--- src/rtl/fifo_burst_drain_pkg.sv ---
// Shared types for the rclk-domain burst drain: FSM state encoding and output buffer sizing.
package fifo_burst_drain_pkg;

   typedef enum logic [1:0] {
      IDLE = 2'd0,
      RUN  = 2'd1,
      DONE = 2'd2
   } state_t;

   localparam int SKID_DEPTH = 2;
   localparam int CNT_W      = $clog2(SKID_DEPTH + 1);

   typedef logic [CNT_W-1:0] cnt_t;

endpackage

--- src/rtl/fifo_burst_drain_if.sv ---
// Command, FWFT FIFO read port and output stream of the burst drain.
// master = the drain itself; slave = the FIFO/sequencer side.
interface fifo_burst_drain_if #(
   parameter int DATA_WIDTH = 16,
   parameter int LEN_WIDTH  = 8
);
   logic                  start;
   logic [LEN_WIDTH-1:0]  len;
   logic                  busy;
   logic                  done;
   logic                  fifo_nempty;
   logic [DATA_WIDTH-1:0] fifo_data;
   logic                  fifo_re;
   logic                  out_valid;
   logic                  out_ready;
   logic [DATA_WIDTH-1:0] out_data;
   logic                  out_last;

   modport master (
      input  start, len, fifo_nempty, fifo_data, out_ready,
      output busy, done, fifo_re, out_valid, out_data, out_last
   );

   modport slave (
      output start, len, fifo_nempty, fifo_data, out_ready,
      input  busy, done, fifo_re, out_valid, out_data, out_last
   );
endinterface

--- src/rtl/fifo_burst_skid2.sv ---
// Purpose: 2-entry in-order register buffer; head is always entry 0.
// Latency: a pushed word is visible at head the cycle after the push.
// Backpressure: a push into a full buffer is dropped unless a pop frees a slot that cycle.
module fifo_burst_skid2
   import fifo_burst_drain_pkg::*;
#(
   parameter int DATA_WIDTH = 16
) (
   input  logic                  clk,
   input  logic                  rst_n,
   input  logic                  push,
   input  logic [DATA_WIDTH-1:0] push_data,
   input  logic                  pop,
   input  logic                  flush,
   output logic [DATA_WIDTH-1:0] head,
   output cnt_t                  cnt
);
   logic [DATA_WIDTH-1:0] mem0;
   logic [DATA_WIDTH-1:0] mem1;
   cnt_t                  cnt_q;
   logic                  do_push;
   logic                  do_pop;

   assign do_pop  = pop && (cnt_q != '0);
   assign do_push = push && ((cnt_q != cnt_t'(SKID_DEPTH)) || do_pop);

   always_ff @(posedge clk or negedge rst_n) begin
      if (!rst_n) begin
         mem0  <= '0;
         mem1  <= '0;
         cnt_q <= '0;
      end else if (flush) begin
         cnt_q <= '0;
      end else begin
         case ({do_push, do_pop})
            2'b10: begin
               if (cnt_q == '0) mem0 <= push_data;
               else             mem1 <= push_data;
               cnt_q <= cnt_q + 1'b1;
            end
            2'b01: begin
               mem0  <= mem1;
               cnt_q <= cnt_q - 1'b1;
            end
            2'b11: begin
               // Occupancy unchanged; the new word lands behind whatever remains.
               if (cnt_q == cnt_t'(1)) begin
                  mem0 <= push_data;
               end else begin
                  mem0 <= mem1;
                  mem1 <= push_data;
               end
            end
            default: ;
         endcase
      end
   end

   assign head = mem0;
   assign cnt  = cnt_q;
endmodule

--- src/rtl/fifo_burst_drain.sv ---
// Purpose: drain exactly len+1 words from an FWFT FIFO into a valid/ready stream, flag the last word (abort input with FIFO_BURST_DRAIN_ABORT_EN).
// Latency: start -> busy 1 cycle; FIFO pop -> out_valid 1 cycle; last accept -> done 1 cycle.
// Backpressure: out_ready low fills the 2-entry buffer, then fifo_re stays low; no out_ready -> fifo_re path.
module fifo_burst_drain
   import fifo_burst_drain_pkg::*;
#(
   parameter int DATA_WIDTH = 16,
   parameter int LEN_WIDTH  = 8
) (
   input  logic clk,
   input  logic rst_n,
`ifdef FIFO_BURST_DRAIN_ABORT_EN
   input  logic abort,
`endif
   fifo_burst_drain_if.master bus
);
   typedef logic [LEN_WIDTH:0] rem_t;

   state_t                state;
   state_t                state_nxt;
   rem_t                  fetch_rem;
   rem_t                  deliv_rem;
   cnt_t                  cnt;
   logic [DATA_WIDTH-1:0] head;
   logic                  pop;
   logic                  kill;
   logic                  accept_last;
   logic                  launch;

`ifdef FIFO_BURST_DRAIN_ABORT_EN
   assign kill = abort && (state == RUN);
`else
   assign kill = 1'b0;
`endif

   assign launch      = (state == IDLE) && bus.start;
   assign bus.out_valid = (cnt != '0);
   assign bus.out_data  = head;
   assign bus.out_last  = bus.out_valid && (deliv_rem == rem_t'(1));
   assign pop         = bus.out_valid && bus.out_ready;
   assign accept_last = pop && bus.out_last;
   assign bus.busy    = (state == RUN);
   assign bus.done    = (state == DONE);

   // Fetch gating looks only at local occupancy, never at out_ready.
   assign bus.fifo_re = (state == RUN) && bus.fifo_nempty && (fetch_rem != '0) &&
                        (cnt < cnt_t'(SKID_DEPTH)) && !kill;

   always_ff @(posedge clk or negedge rst_n) begin
      if (!rst_n) state <= IDLE;
      else        state <= state_nxt;
   end

   always_comb begin
      state_nxt = state;
      case (state)
         IDLE:    if (bus.start) state_nxt = RUN;
         RUN: begin
            if (kill)             state_nxt = IDLE;
            else if (accept_last) state_nxt = DONE;
         end
         DONE:    state_nxt = IDLE;
         default: state_nxt = IDLE;
      endcase
   end

   always_ff @(posedge clk or negedge rst_n) begin
      if (!rst_n) begin
         fetch_rem <= '0;
         deliv_rem <= '0;
      end else if (launch) begin
         fetch_rem <= rem_t'(bus.len) + rem_t'(1);
         deliv_rem <= rem_t'(bus.len) + rem_t'(1);
      end else if (kill) begin
         fetch_rem <= '0;
         deliv_rem <= '0;
      end else begin
         if (bus.fifo_re)                fetch_rem <= fetch_rem - rem_t'(1);
         if (pop && (deliv_rem != '0))   deliv_rem <= deliv_rem - rem_t'(1);
      end
   end

   fifo_burst_skid2 #(
      .DATA_WIDTH (DATA_WIDTH)
   ) u_skid (
      .clk       (clk),
      .rst_n     (rst_n),
      .push      (bus.fifo_re),
      .push_data (bus.fifo_data),
      .pop       (pop),
      .flush     (kill),
      .head      (head),
      .cnt       (cnt)
   );
endmodule

--- src/flat_wrapper.sv ---
// flat-port wrapper written by rule: the top's interface ports become plain ports
module fifo_burst_drain_flat import fifo_burst_drain_pkg::*;
#(
   parameter int DATA_WIDTH = 16,
   parameter int LEN_WIDTH  = 8
)
  (clk, rst_n, bus_start, bus_len, bus_fifo_nempty, bus_fifo_data, bus_out_ready, bus_busy, bus_done, bus_fifo_re, bus_out_valid, bus_out_data, bus_out_last);
  fifo_burst_drain_if #(.DATA_WIDTH(DATA_WIDTH), .LEN_WIDTH(LEN_WIDTH)) bus_i ();
  input  logic clk;
  input  logic rst_n;
  input wire logic [$bits(bus_i.start)-1:0] bus_start;
  input wire logic [$bits(bus_i.len)-1:0] bus_len;
  input wire logic [$bits(bus_i.fifo_nempty)-1:0] bus_fifo_nempty;
  input wire logic [$bits(bus_i.fifo_data)-1:0] bus_fifo_data;
  input wire logic [$bits(bus_i.out_ready)-1:0] bus_out_ready;
  output wire logic [$bits(bus_i.busy)-1:0] bus_busy;
  output wire logic [$bits(bus_i.done)-1:0] bus_done;
  output wire logic [$bits(bus_i.fifo_re)-1:0] bus_fifo_re;
  output wire logic [$bits(bus_i.out_valid)-1:0] bus_out_valid;
  output wire logic [$bits(bus_i.out_data)-1:0] bus_out_data;
  output wire logic [$bits(bus_i.out_last)-1:0] bus_out_last;
  assign bus_i.start = bus_start;
  assign bus_i.len = bus_len;
  assign bus_i.fifo_nempty = bus_fifo_nempty;
  assign bus_i.fifo_data = bus_fifo_data;
  assign bus_i.out_ready = bus_out_ready;
  assign bus_busy = bus_i.busy;
  assign bus_done = bus_i.done;
  assign bus_fifo_re = bus_i.fifo_re;
  assign bus_out_valid = bus_i.out_valid;
  assign bus_out_data = bus_i.out_data;
  assign bus_out_last = bus_i.out_last;
  fifo_burst_drain #(.DATA_WIDTH(DATA_WIDTH), .LEN_WIDTH(LEN_WIDTH)) u_core (.clk(clk), .rst_n(rst_n), .bus(bus_i));
endmodule
--- config.mk ---
export PLATFORM = sky130hd
export DESIGN_NAME = fifo_burst_drain_flat
export DESIGN_NICKNAME = d
export VERILOG_FILES = /design/src/rtl/fifo_burst_drain_pkg.sv /design/src/rtl/fifo_burst_drain_if.sv /design/src/rtl/fifo_burst_skid2.sv /design/src/rtl/fifo_burst_drain.sv /design/src/flat_wrapper.sv
export SDC_FILE = /design/constraint.sdc
export NUM_CORES = 1
export LEC_CHECK = 0
export CORE_MARGIN = 1
export CORE_UTILIZATION = 53
export CTS_CLUSTER_SIZE = 30
export DETAILED_ROUTE_END_ITERATION = 10
export PLACE_DENSITY = 0.8
export SYNTH_ARGS = -nofsm -noshare
export SYNTH_HDL_FRONTEND = slang
export SYNTH_SLANG_ARGS = --single-unit
--- constraint.sdc ---
create_clock -name clk -period 2.5 [get_ports clk]
set_input_delay 0.5 -clock clk [delete_from_list [all_inputs] [get_ports clk]]
set_output_delay 0.5 -clock clk [all_outputs]
set_load 0.005 [all_outputs]
==> results of run 1 <==
-- sequential cells by signal (all words and copies together) (netlist names) --
| name | flops |
|---|---|
| u_core.u_skid.head | 16 |
| u_core.u_skid.mem1 | 16 |
| u_core.deliv_rem | 9 |
| u_core.fetch_rem | 9 |
| u_core.state | 2 |
| u_core.u_skid.cnt | 2 |
-- worst max-delay path: stages (launching register included) --
cell,delay [ns]
dfrtp_1,0.40
inv_2,0.07
ha_2,0.18
or4b_4,0.49
o21ai_4,0.18
inv_4,0.04
dlygate4sd2_1,0.26
-- per-layer routing --
layer,up-vias,track usage
li1,1102,-
met1,1150,0.345
met2,51,0.403
met3,7,0.0549
met4,0,0.0818
met5,-,0
-- metrics by stage --
stage / hold slack, ns / util
floorplan: 0.204 / -
global route: 0.195 / 0.704
detailed placement: 0.491 / 0.680
finish: 0.168 / 0.704
global placement: 0.488 / 0.680
CTS: 0.185 / 0.702
-- cells in the mapped netlist (all sizes together) --
master   instances  area share
dfrtp           54        0.48
o21ai            8       0.018
or2              2      0.0044
o211a            1      0.0035
nand3b           2      0.0053
mux2            18       0.072
clkbuf           5      0.0066
ha               7       0.031
a41oi            1      0.0031
buf              4       0.012
nor4bb           1      0.0035
nand3            6       0.011
o21a             2      0.0053
or3             21       0.046
or3b             1      0.0031
xnor2            6       0.019
nand2b           2      0.0044
a221oi           1      0.0031
inv             13       0.018
nor3b            1      0.0027
mux2i            4       0.014
o31ai            3      0.0080
nand4b           1      0.0031
a311oi           3      0.0093
nor4             4      0.0088
or4              5       0.015
a21o             1      0.0053
nor3            10       0.018
a311o            1      0.0035
a21oi           10       0.018
and2             1      0.0022
nor2            11       0.015
nor2b            2      0.0044
nand4            3      0.0066
and3             1      0.0022
nand2            7      0.0093
o2111ai          1      0.0093
a31oi            7       0.015
a211o            1      0.0031
or4b             2      0.0084
a31o             2      0.0062
o221a           16       0.064
o311ai           1      0.0031
-- where the power goes --
part / switching [uW] / total [uW] / internal (uW) / leakage (uW)
clock: 298 / 526 / 229 / 0.0000514
combinational: 778 / 1780 / 1000 / 0.000730
sequential: 309 / 1600 / 1290 / 0.000631
total: 1380 / 3910 / 2520 / 0.00141
-- worst min-delay path by stage --
stage / cells past startpoint / endpoint / slack (ns) / from
after floorplan: 0 / u_core.deliv_rem[0] / 0.20 / rst_n
after global placement: 1 / u_core.u_skid.mem1[2] / 0.49 / u_core.u_skid.mem1[2]
after detailed placement: 1 / u_core.u_skid.mem1[12] / 0.49 / u_core.u_skid.mem1[12]
after CTS: 1 / u_core.u_skid.mem1[1] / 0.19 / rst_n
after global routing: 1 / u_core.deliv_rem[7] / 0.19 / rst_n
final: 1 / u_core.deliv_rem[3] / 0.17 / rst_n
-- layout make-up --
type	instances	area share
multi-input combinational	177	0.384
sequential	54	0.376
timing repair buffer	66	0.174
tap	70	0.0243
clock buffer	6	0.0230
inverter	13	0.0143
clock inverter	2	0.00487
-- repair_timing --
action                     CTS  global route
gates cloned                 0             0
gates resized for setup      3             1
setup buffers                1             1
setup endpoints to repair    1             2
pin swaps                    1             2
-- cell families after synthesis --
logic type / synth area share
compound gates: 0.178
xor+xnor: 0.0186
flops: 0.478
mux: 0.0858
buf+inv: 0.0363
simple gates: 0.173
fa+ha+maj: 0.0310
==> summary.txt, run 1 <==
Logic synthesis
  • FF+latch count, synth: between 50 and 60
  • Cells after Synth: 253
  • Avg Cell Area, Syn: 11.2 sq um
  • Synth unique cells: 51
  • Synthesized Nets: 289
  • Yosys Warn Count: 0
  • Cell area after synthesis: 2830 sq um
  • Sequential area share after synthesis: 0.478

STA
  • Final hold violation count: 0
  • Final WS setup: around 0.076 ns
  • Fin crit share: 0.969
  • Tmin final: 2.42 ns
  • Final Skew: 0.0155 ns
  • Worst-margin pin slew: 0.568 ns
  • Achievable clock frequency: 0.413 GHz
  • Headroom to the max-slew limit: 0.622
  • Final Slew Violations: 0
  • Setup TNS: 0 ns
  • Final setup vio count: 0

Detailed routing
  • DRT Pass-1 Iters: 4
  • Routed vias/inst: 5.95
  • Drt total wl: 6310 um
  • Metal2 WL: just over 3000 um
  • WL met3: 240 um
  • DR iter-0 viols: 240
  • Routed wire per std cell: 16.3 um
  • Residual DRC count: 0
  • M1 wire length: 2890 um
  • Vias: 2310
  • Top Layer Used: met4
  • ANT nets after route: 0

Clocking
  • H-tree level count: 2
  • CTS Buf Count: 5
  • CTS Buffer Depth: 2
  • Hold_buf cts: 0
  • CTS tree: done
  • Root Driver: clkbuf_8
  • Skew-Pair Late Insertion Delay: 0.32 ns
  • CTS sink cnt: 54
  • Clock transition at path regs: 0.09 ns

Job
  • Max Cap Viol: 0

GRT
  • GRT Residual Overflow: 0
  • Initial antenna violation count: 0
  • First-pass GRT wire length: 10500 um
  • GRT Overall Usage: 0.253
  • Vias in the first global route: 2215
  • Largest net degree at the start of global routing: 32

Setup path
  • CP max FO: 3
  • R2R cell count: 9
  • Arr. time, crit path: 1.92 ns
  • Crit Path Category: reg2out
  • CP endpoint: bus_fifo_re
  • Startpoint Class: register
  • R2R setup slack: 0.16 ns
  • Critical R2R Capture: u_core.u_skid.mem1[13]
  • Critical R2R Launch: u_core.fetch_rem[0]
  • Critical path capture point type: output port
  • Critical path origin: u_core.fetch_rem[0]
  • CP required: 2.00 ns

Floorplan
  • Core area: 5110 sq um
  • Starting density of the core: 0.554
  • Die Footprint: 5630 sq um
  • IO Count: 50
  • Die height: 75.0 um
  • Die width: 75.0 um
  • Row cnt: 26

Cells and area
  • Most common cell after layout, fill and taps aside: dfrtp_1
  • Fin nets: ~350
  • Design Area, Final: 3600 sq um
  • Area occupied by multi-input gates: 1380 sq um
  • Fin cells: ~390
  • Register Area: around 1400 sq um
  • Layout area overhead: 27.2%
  • Most frequent cells in the layout: dfrtp_1 (54), clkdlybuf4s50_1 (47), or3_1 (21)
  • Fillers: 395
  • Antenna cells: 0
  • Layout cells sized above 1: 0.198

Pwr
  • PD cells: 1090 nW/um^2
  • Static leakage: 0.00141 uW
  • Final Power: 3910 uW
  • Peak VDD IR: 602 uV

Place
  • Dpl cells: 378
  • Port Buffers: 49
  • GP Congestion: 0.805
  • Placed wire-length estimate: 4620 um
  • Setup Slack @ Placement: 0.0109 ns
  • Area post-placement: 3470 sq um

Min path
  • Hold crit path type: in2async

Run status
  • Outcome: finished, final reports clean
Note: power is estimated with default switching activity, not from simulation.
==> run 2, diff against run 1 <==
SLEW_MARGIN = 20   (was default)
==> results of run 2 <==
Final layout, timing and power as in run 1 (identical DEF).
